===== src/rtl/water_level_tracker_pkg.sv =====
// Shared level encodings, default thresholds and a threshold-ordering check
// for the water level tracker.
package water_level_tracker_pkg;

  typedef enum logic [1:0] {
    LVL_C = 2'b00,
    LVL_L = 2'b01,
    LVL_M = 2'b10,
    LVL_H = 2'b11
  } level_e;

  localparam int DEF_COUNT_W = 3;
  localparam int DEF_L_RISE  = 1;
  localparam int DEF_M_RISE  = 5;
  localparam int DEF_H_RISE  = 7;
  localparam int DEF_L_FALL  = 0;
  localparam int DEF_M_FALL  = 2;
  localparam int DEF_H_FALL  = 5;

  function automatic logic thresholds_legal(input int cw, input int lr, input int mr,
                                            input int hr, input int lf, input int mf,
                                            input int hf);
    return (lf < lr) && (mf < mr) && (hf < hr) &&
           (lr <= mr) && (mr <= hr) && (hr <= ((2 ** cw) - 1));
  endfunction

endpackage


===== src/rtl/water_level_tracker_if.sv =====
// Pulse inputs and level/volume outputs of the water level tracker.
interface water_level_tracker_if #(parameter int COUNT_W = 3);

  logic               enable;
  logic               fill;
  logic               drain;
  logic [COUNT_W-1:0] count;
  logic               direction;
  logic [1:0]         water_box;
  logic               level_chg;
  logic               overflow;
  logic               underflow;
  logic               pump_req;

  modport master (
    output enable, fill, drain,
    input  count, direction, water_box, level_chg, overflow, underflow, pump_req
  );

  modport slave (
    input  enable, fill, drain,
    output count, direction, water_box, level_chg, overflow, underflow, pump_req
  );

endinterface


===== src/rtl/water_level_tracker_fsm.sv =====
// Hysteretic C/L/M/H level state machine driven by the registered volume
// count; also produces the level-change pulse and the pump request.
module water_level_fsm
  import water_level_tracker_pkg::*;
#(
  parameter int COUNT_W = DEF_COUNT_W
) (
  input  logic               clk,
  input  logic               rst_n,
  input  logic               enable,
  input  logic [COUNT_W-1:0] count,
  input  logic [COUNT_W-1:0] l_rise,
  input  logic [COUNT_W-1:0] m_rise,
  input  logic [COUNT_W-1:0] h_rise,
  input  logic [COUNT_W-1:0] l_fall,
  input  logic [COUNT_W-1:0] m_fall,
  input  logic [COUNT_W-1:0] h_fall,
  output logic [1:0]         water_box,
  output logic               level_chg,
  output logic               pump_req
);

  level_e state_r;
  level_e next_s;
  logic   level_chg_r;
  logic   pump_req_r;
  logic   pump_next_s;

  // Next level (single step, hysteresis band holds) and pump command.
  always_comb begin
    next_s      = state_r;
    pump_next_s = pump_req_r;
    if (enable) begin
      case (state_r)
        LVL_C: begin
          if (count >= l_rise) next_s = LVL_L;
          else                 next_s = LVL_C;
        end
        LVL_L: begin
          if (count >= m_rise)      next_s = LVL_M;
          else if (count <= l_fall) next_s = LVL_C;
          else                      next_s = LVL_L;
        end
        LVL_M: begin
          if (count >= h_rise)      next_s = LVL_H;
          else if (count <= m_fall) next_s = LVL_L;
          else                      next_s = LVL_M;
        end
        LVL_H: begin
          if (count <= h_fall) next_s = LVL_M;
          else                 next_s = LVL_H;
        end
        default: next_s = LVL_C;
      endcase
      case (next_s)
        LVL_C, LVL_L: pump_next_s = 1'b1;
        LVL_H:        pump_next_s = 1'b0;
        default:      pump_next_s = pump_req_r;
      endcase
    end else begin
      next_s      = state_r;
      pump_next_s = pump_req_r;
    end
  end

  // Level, change pulse and pump registers.
  always_ff @(posedge clk or negedge rst_n) begin
    if (!rst_n) begin
      state_r     <= LVL_C;
      level_chg_r <= 1'b0;
      pump_req_r  <= 1'b1;
    end else begin
      state_r     <= next_s;
      level_chg_r <= (next_s != state_r);
      pump_req_r  <= pump_next_s;
    end
  end

  assign water_box = state_r;
  assign level_chg = level_chg_r;
  assign pump_req  = pump_req_r;

endmodule


===== src/rtl/water_level_tracker.sv =====
// Saturating fill/drain volume counter with direction tracking and flag
// pulses, feeding the hysteretic level state machine.
module water_level_tracker
  import water_level_tracker_pkg::*;
#(
  parameter int COUNT_W = DEF_COUNT_W,
  parameter int L_RISE  = DEF_L_RISE,
  parameter int M_RISE  = DEF_M_RISE,
  parameter int H_RISE  = DEF_H_RISE,
  parameter int L_FALL  = DEF_L_FALL,
  parameter int M_FALL  = DEF_M_FALL,
  parameter int H_FALL  = DEF_H_FALL
) (
  input  logic                  clk,
  input  logic                  rst_n,
  water_level_tracker_if.slave  bus
);

  localparam logic [COUNT_W-1:0] CMAX = {COUNT_W{1'b1}};
  localparam logic [COUNT_W-1:0] ONE  = COUNT_W'(1);

  generate
    if (!thresholds_legal(COUNT_W, L_RISE, M_RISE, H_RISE, L_FALL, M_FALL, H_FALL)) begin : g_bad_thresholds
      $error("water_level_tracker: illegal threshold ordering");
    end
  endgenerate

  logic [COUNT_W-1:0] count_r;
  logic [COUNT_W-1:0] count_next_s;
  logic               dir_r;
  logic               dir_next_s;
  logic               overflow_r;
  logic               overflow_s;
  logic               underflow_r;
  logic               underflow_s;

  // Counter update: simultaneous fill and drain cancel out.
  always_comb begin
    count_next_s = count_r;
    dir_next_s   = dir_r;
    overflow_s   = 1'b0;
    underflow_s  = 1'b0;
    if (bus.enable && bus.fill && !bus.drain) begin
      dir_next_s = 1'b1;
      if (count_r == CMAX) overflow_s = 1'b1;
      else                 count_next_s = count_r + ONE;
    end else if (bus.enable && bus.drain && !bus.fill) begin
      dir_next_s = 1'b0;
      if (count_r == {COUNT_W{1'b0}}) underflow_s = 1'b1;
      else                            count_next_s = count_r - ONE;
    end else begin
      count_next_s = count_r;
      dir_next_s   = dir_r;
    end
  end

  // Counter, direction and flag registers.
  always_ff @(posedge clk or negedge rst_n) begin
    if (!rst_n) begin
      count_r     <= {COUNT_W{1'b0}};
      dir_r       <= 1'b0;
      overflow_r  <= 1'b0;
      underflow_r <= 1'b0;
    end else begin
      count_r     <= count_next_s;
      dir_r       <= dir_next_s;
      overflow_r  <= overflow_s;
      underflow_r <= underflow_s;
    end
  end

  water_level_fsm #(.COUNT_W(COUNT_W)) u_fsm (
    .clk       (clk),
    .rst_n     (rst_n),
    .enable    (bus.enable),
    .count     (count_r),
    .l_rise    (COUNT_W'(L_RISE)),
    .m_rise    (COUNT_W'(M_RISE)),
    .h_rise    (COUNT_W'(H_RISE)),
    .l_fall    (COUNT_W'(L_FALL)),
    .m_fall    (COUNT_W'(M_FALL)),
    .h_fall    (COUNT_W'(H_FALL)),
    .water_box (bus.water_box),
    .level_chg (bus.level_chg),
    .pump_req  (bus.pump_req)
  );

  assign bus.count     = count_r;
  assign bus.direction = dir_r;
  assign bus.overflow  = overflow_r;
  assign bus.underflow = underflow_r;

endmodule


===== src/flat_wrapper.sv =====
// flat-port wrapper written by rule: the top's interface ports become plain ports
module water_level_tracker_flat import water_level_tracker_pkg::*;
#(
  parameter int COUNT_W = DEF_COUNT_W,
  parameter int L_RISE  = DEF_L_RISE,
  parameter int M_RISE  = DEF_M_RISE,
  parameter int H_RISE  = DEF_H_RISE,
  parameter int L_FALL  = DEF_L_FALL,
  parameter int M_FALL  = DEF_M_FALL,
  parameter int H_FALL  = DEF_H_FALL
)
  (clk, rst_n, bus_enable, bus_fill, bus_drain, bus_count, bus_direction, bus_water_box, bus_level_chg, bus_overflow, bus_underflow, bus_pump_req);
  water_level_tracker_if #(.COUNT_W(COUNT_W)) bus_i ();
  input  logic clk;
  input  logic rst_n;
  input wire logic [$bits(bus_i.enable)-1:0] bus_enable;
  input wire logic [$bits(bus_i.fill)-1:0] bus_fill;
  input wire logic [$bits(bus_i.drain)-1:0] bus_drain;
  output wire logic [$bits(bus_i.count)-1:0] bus_count;
  output wire logic [$bits(bus_i.direction)-1:0] bus_direction;
  output wire logic [$bits(bus_i.water_box)-1:0] bus_water_box;
  output wire logic [$bits(bus_i.level_chg)-1:0] bus_level_chg;
  output wire logic [$bits(bus_i.overflow)-1:0] bus_overflow;
  output wire logic [$bits(bus_i.underflow)-1:0] bus_underflow;
  output wire logic [$bits(bus_i.pump_req)-1:0] bus_pump_req;
  assign bus_i.enable = bus_enable;
  assign bus_i.fill = bus_fill;
  assign bus_i.drain = bus_drain;
  assign bus_count = bus_i.count;
  assign bus_direction = bus_i.direction;
  assign bus_water_box = bus_i.water_box;
  assign bus_level_chg = bus_i.level_chg;
  assign bus_overflow = bus_i.overflow;
  assign bus_underflow = bus_i.underflow;
  assign bus_pump_req = bus_i.pump_req;
  water_level_tracker #(.COUNT_W(COUNT_W), .L_RISE(L_RISE), .M_RISE(M_RISE), .H_RISE(H_RISE), .L_FALL(L_FALL), .M_FALL(M_FALL), .H_FALL(H_FALL)) u_core (.clk(clk), .rst_n(rst_n), .bus(bus_i));
endmodule

===== config.mk =====
export PLATFORM = sky130hd
export DESIGN_NAME = water_level_tracker_flat
export DESIGN_NICKNAME = d
export VERILOG_FILES = /design/src/rtl/water_level_tracker_pkg.sv /design/src/rtl/water_level_tracker_if.sv /design/src/rtl/water_level_tracker_fsm.sv /design/src/rtl/water_level_tracker.sv /design/src/flat_wrapper.sv
export SDC_FILE = /design/constraint.sdc
export NUM_CORES = 1
export LEC_CHECK = 0
export ABC_AREA = 1
export ABC_CLOCK_PERIOD_IN_PS = 1500
export CORE_MARGIN = 2
export CORE_UTILIZATION = 46
export DETAILED_ROUTE_END_ITERATION = 16
export PLACE_DENSITY = 0.74
export SYNTH_ARGS = -nofsm -noshare
export SYNTH_HDL_FRONTEND = slang
export SYNTH_SLANG_ARGS = --single-unit

===== constraint.sdc =====
create_clock -name clk -period 1.5 [get_ports clk]
set_input_delay 0.15 -clock clk [delete_from_list [all_inputs] [get_ports clk]]
set_output_delay 0.15 -clock clk [all_outputs]
set_load 0.005 [all_outputs]

### After elaboration in Yosys (flattened, before gate mapping)

Index checks and enable logic that the tools add are counted.

* logic and storage cells: 59
* output and inout port bits: 10
* bits in registers: 10
* bits of input ports: 5

* $add $sub $neg: 2
* muxes and demuxes: 21
* $lt $le $gt $ge: 6
* reduce and logical (&&, ||, !) cells: 14
* equality and inequality tests: 9

Operators with widths (count)
* $mux W3: 4
* $mux W1: 10
* $mux W2: 5
* $pmux W2 S4: 1
* $eq A2 B2 Y1 const B: 3
* $ge A3 B3 Y1 const B: 2
* $eq A2 B1 Y1 const B: 2
* $logic_and A1 B1 Y1: 4
* $logic_not A2 Y1: 2
* $reduce_bool A2 Y1: 2
* $add A3 B1 Y3 const B: 1
* $eq A3 B3 Y1 const B: 1
* $ge A3 B1 Y1 const B: 1
* $le A3 B1 Y1 const B: 1
* $le A3 B2 Y1 const B: 1
* $le A3 B3 Y1 const B: 1
* $logic_not A3 Y1: 1
* $reduce_and A3 Y1: 1
* $sub A3 B1 Y3 const B: 1
* $logic_not A1 Y1: 2
* $ne A2 B1 Y1 const B: 1
* $ne A2 B2 Y1: 1
* $ne A2 B2 Y1 const B: 1
* $pmux W1 S2: 1
* other kinds (2): 2

### Longest topological paths before layout

Gate-level depths: netlist (run 1).

* depth after elaboration: 9
* mapped depth: 11
* gate-level depth less buffers: 11

### Cells and area by module

From an unflattened synthesis (run 1), not the netlist that was laid out.

* cell total of the unflattened synthesis: 149
* area total of the unflattened synthesis: 1026.0 µm²

Modules (own cells, without submodules)
* water_level_fsm: cells an instance 105, times used 1, sequential area each 101.3 µm², area each 676.9 µm²
* water_level_tracker: cells an instance 44, times used 1, sequential area each 150.1 µm², area each 349.1 µm²

### Worst setup path after synthesis (run 1)

Ideal clock, no wire load.

* path type: register -> register
* start: reg u_core.count_r[1] (netlist: u_core.bus.count[1])
* end: reg u_core.count_r[2] (netlist: u_core.bus.count[2])
* data required time: 1.372 ns
* clock period less this slack: 1.379 ns
* slack: 0.121 ns
* library setup time: 0.128 ns
* data arrival time: 1.252 ns
* path buffers: 0
* stages on the path, launching flop included: 8
* cell sequence: dfrtp_1 > inv_1 > ha_1 > or2_2 > nand3_1 > nand2_1 > nor2_1 > a21oi_1

* longest elaborated chain between the ends: 4
* elaborated cells on any way between the ends: 11
* those cells by class: 2 x add/sub; 3 x eq/ne; 4 x mux; 2 x reduce/logical

Ends and longest elaborated chain
* start: declaration: line water_level_tracker.sv:28 `logic [COUNT_W-1:0] count_r;`
* start signal: assignment: line water_level_tracker.sv:60 `count_r <= {COUNT_W{1'b0}};`
* start signal: assignment: line water_level_tracker.sv:65 `count_r <= count_next_s;`
* $sub A3 B1 Y3: line water_level_tracker.sv:50 `else count_next_s = count_r - ONE;`
* $mux W3: line water_level_tracker.sv:49 `if (count_r == {COUNT_W{1'b0}}) underflow_s = 1'b1;`
* $mux W3: line water_level_tracker.sv:47 `end else if (bus.enable && bus.drain && !bus.fill) begin`
* $mux W3: line water_level_tracker.sv:43 `if (bus.enable && bus.fill && !bus.drain) begin`

Several ways; a longest one is shown, not always the timed one. The select of a mux whose other input is x is not followed.
A chain may end at the register's enable or synchronous reset.

### Final worst setup path (run 1)

* start: reg u_core.count_r[1] (netlist: u_core.bus.count[1])
* end: out bus_count[1]

RTL lines
* end: declaration: line flat_wrapper.sv:19 `output wire logic [$bits(bus_i.count)-1:0] bus_count;`

No word-level cell between the ends.

==> results of run 1 <==
==> stage by stage <==
step / cells / TNS, ps / area (um^2) / setup slack, ps
2_1_floorplan: 73 / 0 / 597 / 121
3_3_place_gp: 103 / 0 / 769 / 108
3_5_place_dp: 103 / 0 / 769 / 78.3
4_1_cts: 107 / 0 / 806 / 25.8
5_1_grt: 109 / -5.10 / 837 / -5.10
6_report: 109 / 0 / 837 / 49.3
==> cells in the final DEF (no fill, tap or decap), drive strengths merged, types with 3 or more instances in the layout <==
| cell | n |
|---|---|
| nand2 | 17 |
| clkdlybuf4s50 | 13 |
| inv | 12 |
| nand3 | 9 |
| dfrtp | 9 |
| o21ai | 7 |
| ha | 6 |
| nor2 | 4 |
| clkbuf | 4 |
| buf | 4 |
| a21oi | 3 |
==> routing by layer <==
| layer | part of all wire | routed length, um |
|---|---|---|
| met5 | 0 | 0 |
| met4 | 0.018 | 23 |
| met3 | 0.066 | 83 |
| met2 | 0.47 | 598 |
| met1 | 0.44 | 554 |
==> flip-flops by register name (all words and copies together), names as in the netlist <==
name / count
u_core.bus.count: 3
u_core.u_fsm.level_chg: 1
u_core.bus.direction: 1
u_core.bus.overflow: 1
u_core.bus.underflow: 1
u_core.u_fsm.water_box: 2
u_core.u_fsm.pump_req: 1
==> final cells by class <==
| type | count | area, um^2 |
|---|---|---|
| repair buffers | 18 | 176 |
| inverters | 12 | 45.0 |
| flip-flops and latches | 10 | 254 |
| multi-input cells | 51 | 308 |
| clock buffers | 4 | 36.3 |
| fillers | 98 | 319 |
| well taps | 14 | 17.5 |
==> synth_stat cells, drive strengths merged <==
cell type  instances  area, um^2
nand3              9        50.1
xnor2              1        8.76
nor2               4        15.0
xor2               1        8.76
or2                1        6.26
dfstp              1        26.3
a21oi              3        15.0
o21ai              7        42.5
a22oi              1        7.51
ha                 6        75.1
inv               12        45.0
nand2             17        63.8
o21a               1        7.51
dfrtp              9         225
==> how the worst max path moves through the flow <==
stage,start,end,slack [ps],depth (start not counted)
2_1_floorplan,u_core.bus.count[1],u_core.bus.count[2],120,7
3_3_place_gp,u_core.bus.count[1],u_core.u_fsm.pump_req,110,8
3_5_place_dp,u_core.bus.count[0],u_core.u_fsm.water_box[0],80,8
4_1_cts,u_core.bus.count[1],bus_count[1],30,2
5_1_grt,u_core.bus.count[1],bus_count[1],-5,2
6_report,u_core.bus.count[1],bus_count[1],50,2
==> power breakdown <==
group	total [uW]	switching, uW	internal, uW
logic	855	413	442
clock network	249	102	148
registers	491	110	381
total	1600	625	971
==> cell families after synthesis <==
group	share of synthesized area
and+or+nand+nor	0.226
AOI/OAI and AO/OA	0.122
adders and majority gates	0.126
buffers and inverters	0.0755
xor gates and xnor gates	0.0294
DFF	0.421
==> worst max-delay path: cells and delay by family, from the launching register on <==
| kind | cells | cell delay, ps |
|---|---|---|
| DFF | 1 | 410 |
| buffers and inverters | 2 | 620 |
==> repair_timing <==
action	4_1_cts	5_1_grt
setup endpoints to repair	0	9
hold buffers	0	0
endpoints found under the hold margin	0	0
gates resized for setup	0	9
buffers inserted	0	2
==> flow_summary.json, run 1 <==
{
  "numPortBuffers": 14,
  "cts_root_buf": "clkbuf_4",
  "synth_cell_type_count": 18,
  "end_kind": "output pin",
  "reg2reg_depth": 8,
  "path_clk_slew_ps": 80,
  "die_h_um": 40.0,
  "ir_worst_vdd_mv": 0.952,
  "drv_slew": 0,
  "max_slew_margin": 0.689,
  "max_stage_delay_ps": 490,
  "r2r_end": "u_core.u_fsm.water_box[0]",
  "hold_slack_ps": 190,
  "worstPathRequired_ps": 1350,
  "clock_latency_ps": 270,
  "synth_cells": 73,
  "antenna_found_initial": 0,
  "num_vias": 539,
  "nNetsFinal": 107,
  "worst_ep_arrival_time_ps": 1300,
  "std_cell_rows": 12,
  "synth_area_um2": 597,
  "max_freq_ghz": 0.689,
  "clockBufferDepth": 2,
  "top_level_ports": 15,
  "htree_levels": 1,
  "first_global_vias": 494,
  "numClockSinks": 10,
  "period_share": 0.967,
  "post_drt_wl_per_cell_um": 11.6,
  "track_usage": 0.209,
  "overflow": 0,
  "synth-seq-cells": 10,
  "met2_usage": 0.347,
  "dr.pass1.iters": 4,
  "status": "complete, no violations",
  "gp_congestion": 0.806,
  "wl_um": 1260,
  "cp_slowest_cell": "clkdlybuf4s50_1",
  "p_leak_uw": 0.000429,
  "syn_area_per_cell_um2": 8.18,
  "numCtsBuffers": 3,
  "die_x_um": 40.0,
  "yosysSeqAreaShare": 0.421,
  "grt.busiest_layer": "met2",
  "hold_viol": 0,
  "drive_above_1_share": 0.211,
  "min_period_ps": 1450,
  "rrSetupSlack_ps": 110,
  "maxCapViolCount": 0,
  "post-route-util": 0.724,
  "worst_pin_slew_ps": 465,
  "drc": 0,
  "cellPowerDensity_mw_per_mm2": 1910,
  "core-area_mm2": 0.00116,
  "layout-area-overhead-vs-synth_pct": 40.3,
  "die_area_mm2": 0.00160,
  "r2r-start": "u_core.bus.count[0]",
  "first_iter_violations": 8,
  "viasPerCell": 4.94,
  "met3_usage": 0.0833,
  "initial_utilization": 0.516,
  "dp_hpwl_um": 951,
  "hold_class": "in -> async",
  "ys_warn_count": 0,
  "critical_path_class": "reg -> out",
  "detail-route-antenna-nets": 0,
  "cts_tree": "built",
  "p_total_uw": 1600,
  "skew_ps": 12.1,
  "grt_max_degree": 11,
  "worst-path-max-fanout": 5,
  "setup_violations": 0,
  "grt_pass1_wl_um": 2080,
  "use_met1": 0.229,
  "synthesis.nets": 84,
  "worst_setup_path_start_kind": "register",
  "path_cells": "buf_6 > clkdlybuf4s50_1",
  "n_antenna_cell": 0
}
Note: power is estimated with default switching activity, not from simulation.
==> inputs of run 2 (changes only) <==
- CTS_CLUSTER_SIZE: unset -> 25
==> results of run 2 <==
No change in the layout: final DEF, timing and power equal those of run 1.
==> inputs of run 3 (changes only) <==
- CORE_MARGIN: 2 -> 1
- TNS_END_PERCENT: unset -> 10
==> run 3 against run 2 <==
Net effect: clock power barely moved; fmax fell by 0.11%; critical path depth fell by 1; utilization rose by 0.22 points; register-to-register slack got worse by 50 ps; global-route usage fell by 0.51 points; critical endpoint is now bus_pump_req; largest cell class unchanged.
==> flow_summary.json, run 3 (synthesis gave the netlist of run 1 again) <==
{
  "post-route-util": 0.726,
  "track_usage": 0.204,
  "first_iter_violations": 7,
  "nNetsFinal": 107,
  "first_global_vias": 451,
  "post_drt_wl_per_cell_um": 11.0,
  "p_leak_uw": 0.000431,
  "final_common_cell": "nand2_1",
  "core-area_mm2": 0.00116,
  "grt_max_degree": 11,
  "critPathTopFamily": "flip-flops",
  "layout-area-overhead-vs-synth_pct": 40.7,
  "hold_slack_ps": 187,
  "stdcell_area_um2": 840,
  "cp_slowest_cell": "dfstp_2",
  "overflow": 0,
  "max_stage_delay_ps": 530,
  "path_cells": "clkdlybuf4s50_1",
  "initial_utilization": 0.516,
  "fin_cells": 109,
  "worstPathRequired_ps": 1350,
  "rsz0062_at_grt": "true",
  "ir_worst_vdd_mv": 1.03,
  "htree_levels": 1,
  "drive_above_1_share": 0.211,
  "critical_path_class": "reg -> out",
  "critPathLaunch": "u_core.u_fsm.pump_req",
  "cellPowerDensity_mw_per_mm2": 1920,
  "antenna_found_initial": 0,
  "numCtsBuffers": 3,
  "clkPwrFrac": 0.156,
  "period_share": 0.968,
  "max_slew_margin": 0.690,
  "numPortBuffers": 14,
  "dpl-instance-area_um2": 769,
  "wl_um": 1200,
  "grt_pass1_wl_um": 1930,
  "cts_hold_buf": 0,
  "path_clk_slew_ps": 70,
  "final_cell_mix": "nand2_1, clkdlybuf4s50_1, inv_1",
  "die_area_mm2": 0.00145,
  "drc": 0,
  "hold_class": "in -> async",
  "die_x_um": 38.0,
  "end_kind": "output pin",
  "swShare": 0.392,
  "skew_ps": 9.72,
  "hold_viol": 0,
  "drv_slew": 0,
  "p_int_uw": 978,
  "p_switching_uw": 630,
  "std_cell_rows": 12,
  "fin_setup_tns_ps": 0,
  "viasPerCell": 4.68,
  "largest_reg_flops": 3,
  "worst_setup_path_start_kind": "register",
  "r2r-start": "u_core.bus.count[0]",
  "dr.pass1.iters": 4,
  "dp_hpwl_um": 865,
  "cts_tree": "built",
  "gp_congestion": 0.829,
  "maxCapViolCount": 0,
  "clockBufferDepth": 2,
  "numClockSinks": 10,
  "num_vias": 510,
  "cts_root_buf": "clkbuf_4",
  "min_period_ps": 1450,
  "place_inst": 103,
  "status": "complete, no violations",
  "die_h_um": 38.0,
  "worst_ep_arrival_time_ps": 1300,
  "top_level_ports": 15,
  "setup_violations": 0,
  "n_antenna_cell": 0,
  "crit_buf_inv": 1,
  "regMostFlops": "u_core.bus.count",
  "worst-path-max-fanout": 2,
  "worst_pin_slew_ps": 464,
  "comb_power_share": 0.540,
  "detail-route-antenna-nets": 0,
  "pwr-share-seq": 0.304,
  "max_freq_ghz": 0.689,
  "clock_latency_ps": 280
}
-- run 3: stage by stage --
step	total power, uW	worst slack, ps
detailed placement	1260	59.9
global route	1750	-25.2
floorplan	941	121
global placement	1250	111
CTS	1520	12.9
finish	1610	47.7
-- run 3: cell type report --
class / count / area (um^2)
Tap cell: 14 / 17.5
Timing Repair Buffer: 18 / 176
Sequential cell: 10 / 253
Fill cell: 99 / 317
Multi-Input combinational cell: 51 / 312
Clock buffer: 4 / 36.3
Inverter: 12 / 45.0
-- run 3: layer usage --
metal	global-route usage	wire length (um)	part of all wire
met1	0.228	569	0.47
met2	0.322	557	0.46
met3	0.0756	55	0.046
met4	0.134	16	0.013
met5	0	0	0
-- run 3: what timing repair did --
item                                    4_1_cts  5_1_grt
endpoints found under the setup margin        0        7
setup buffers                                 0        2
resized for setup                             0       10
-- run 3: power by group through the flow --
| stage | Clock (uW) | Sequential, uW | Combinational (uW) |
|---|---|---|---|
| after floorplan | 0 | 490 | 451 |
| after global placement | 0 | 479 | 775 |
| after detailed placement | 0 | 481 | 783 |
| after CTS | 254 | 479 | 789 |
| after global routing | 268 | 505 | 975 |
| final | 251 | 489 | 869 |
-- run 3: path summary, 6_finish.rpt --
| kind | end | slack, ps | cells past startpoint |
|---|---|---|---|
| max in group asynchronous | u_core.bus.count[2] | 960 | 1 |
| hold / removal | u_core.bus.overflow | 190 | 1 |
| hold reg to reg | u_core.u_fsm.pump_req | 470 | 2 |
| setup / recovery | bus_pump_req | 50 | 1 |
| min in group clk | u_core.u_fsm.pump_req | 470 | 2 |
| setup reg to reg | u_core.u_fsm.water_box[0] | 60 | 8 |
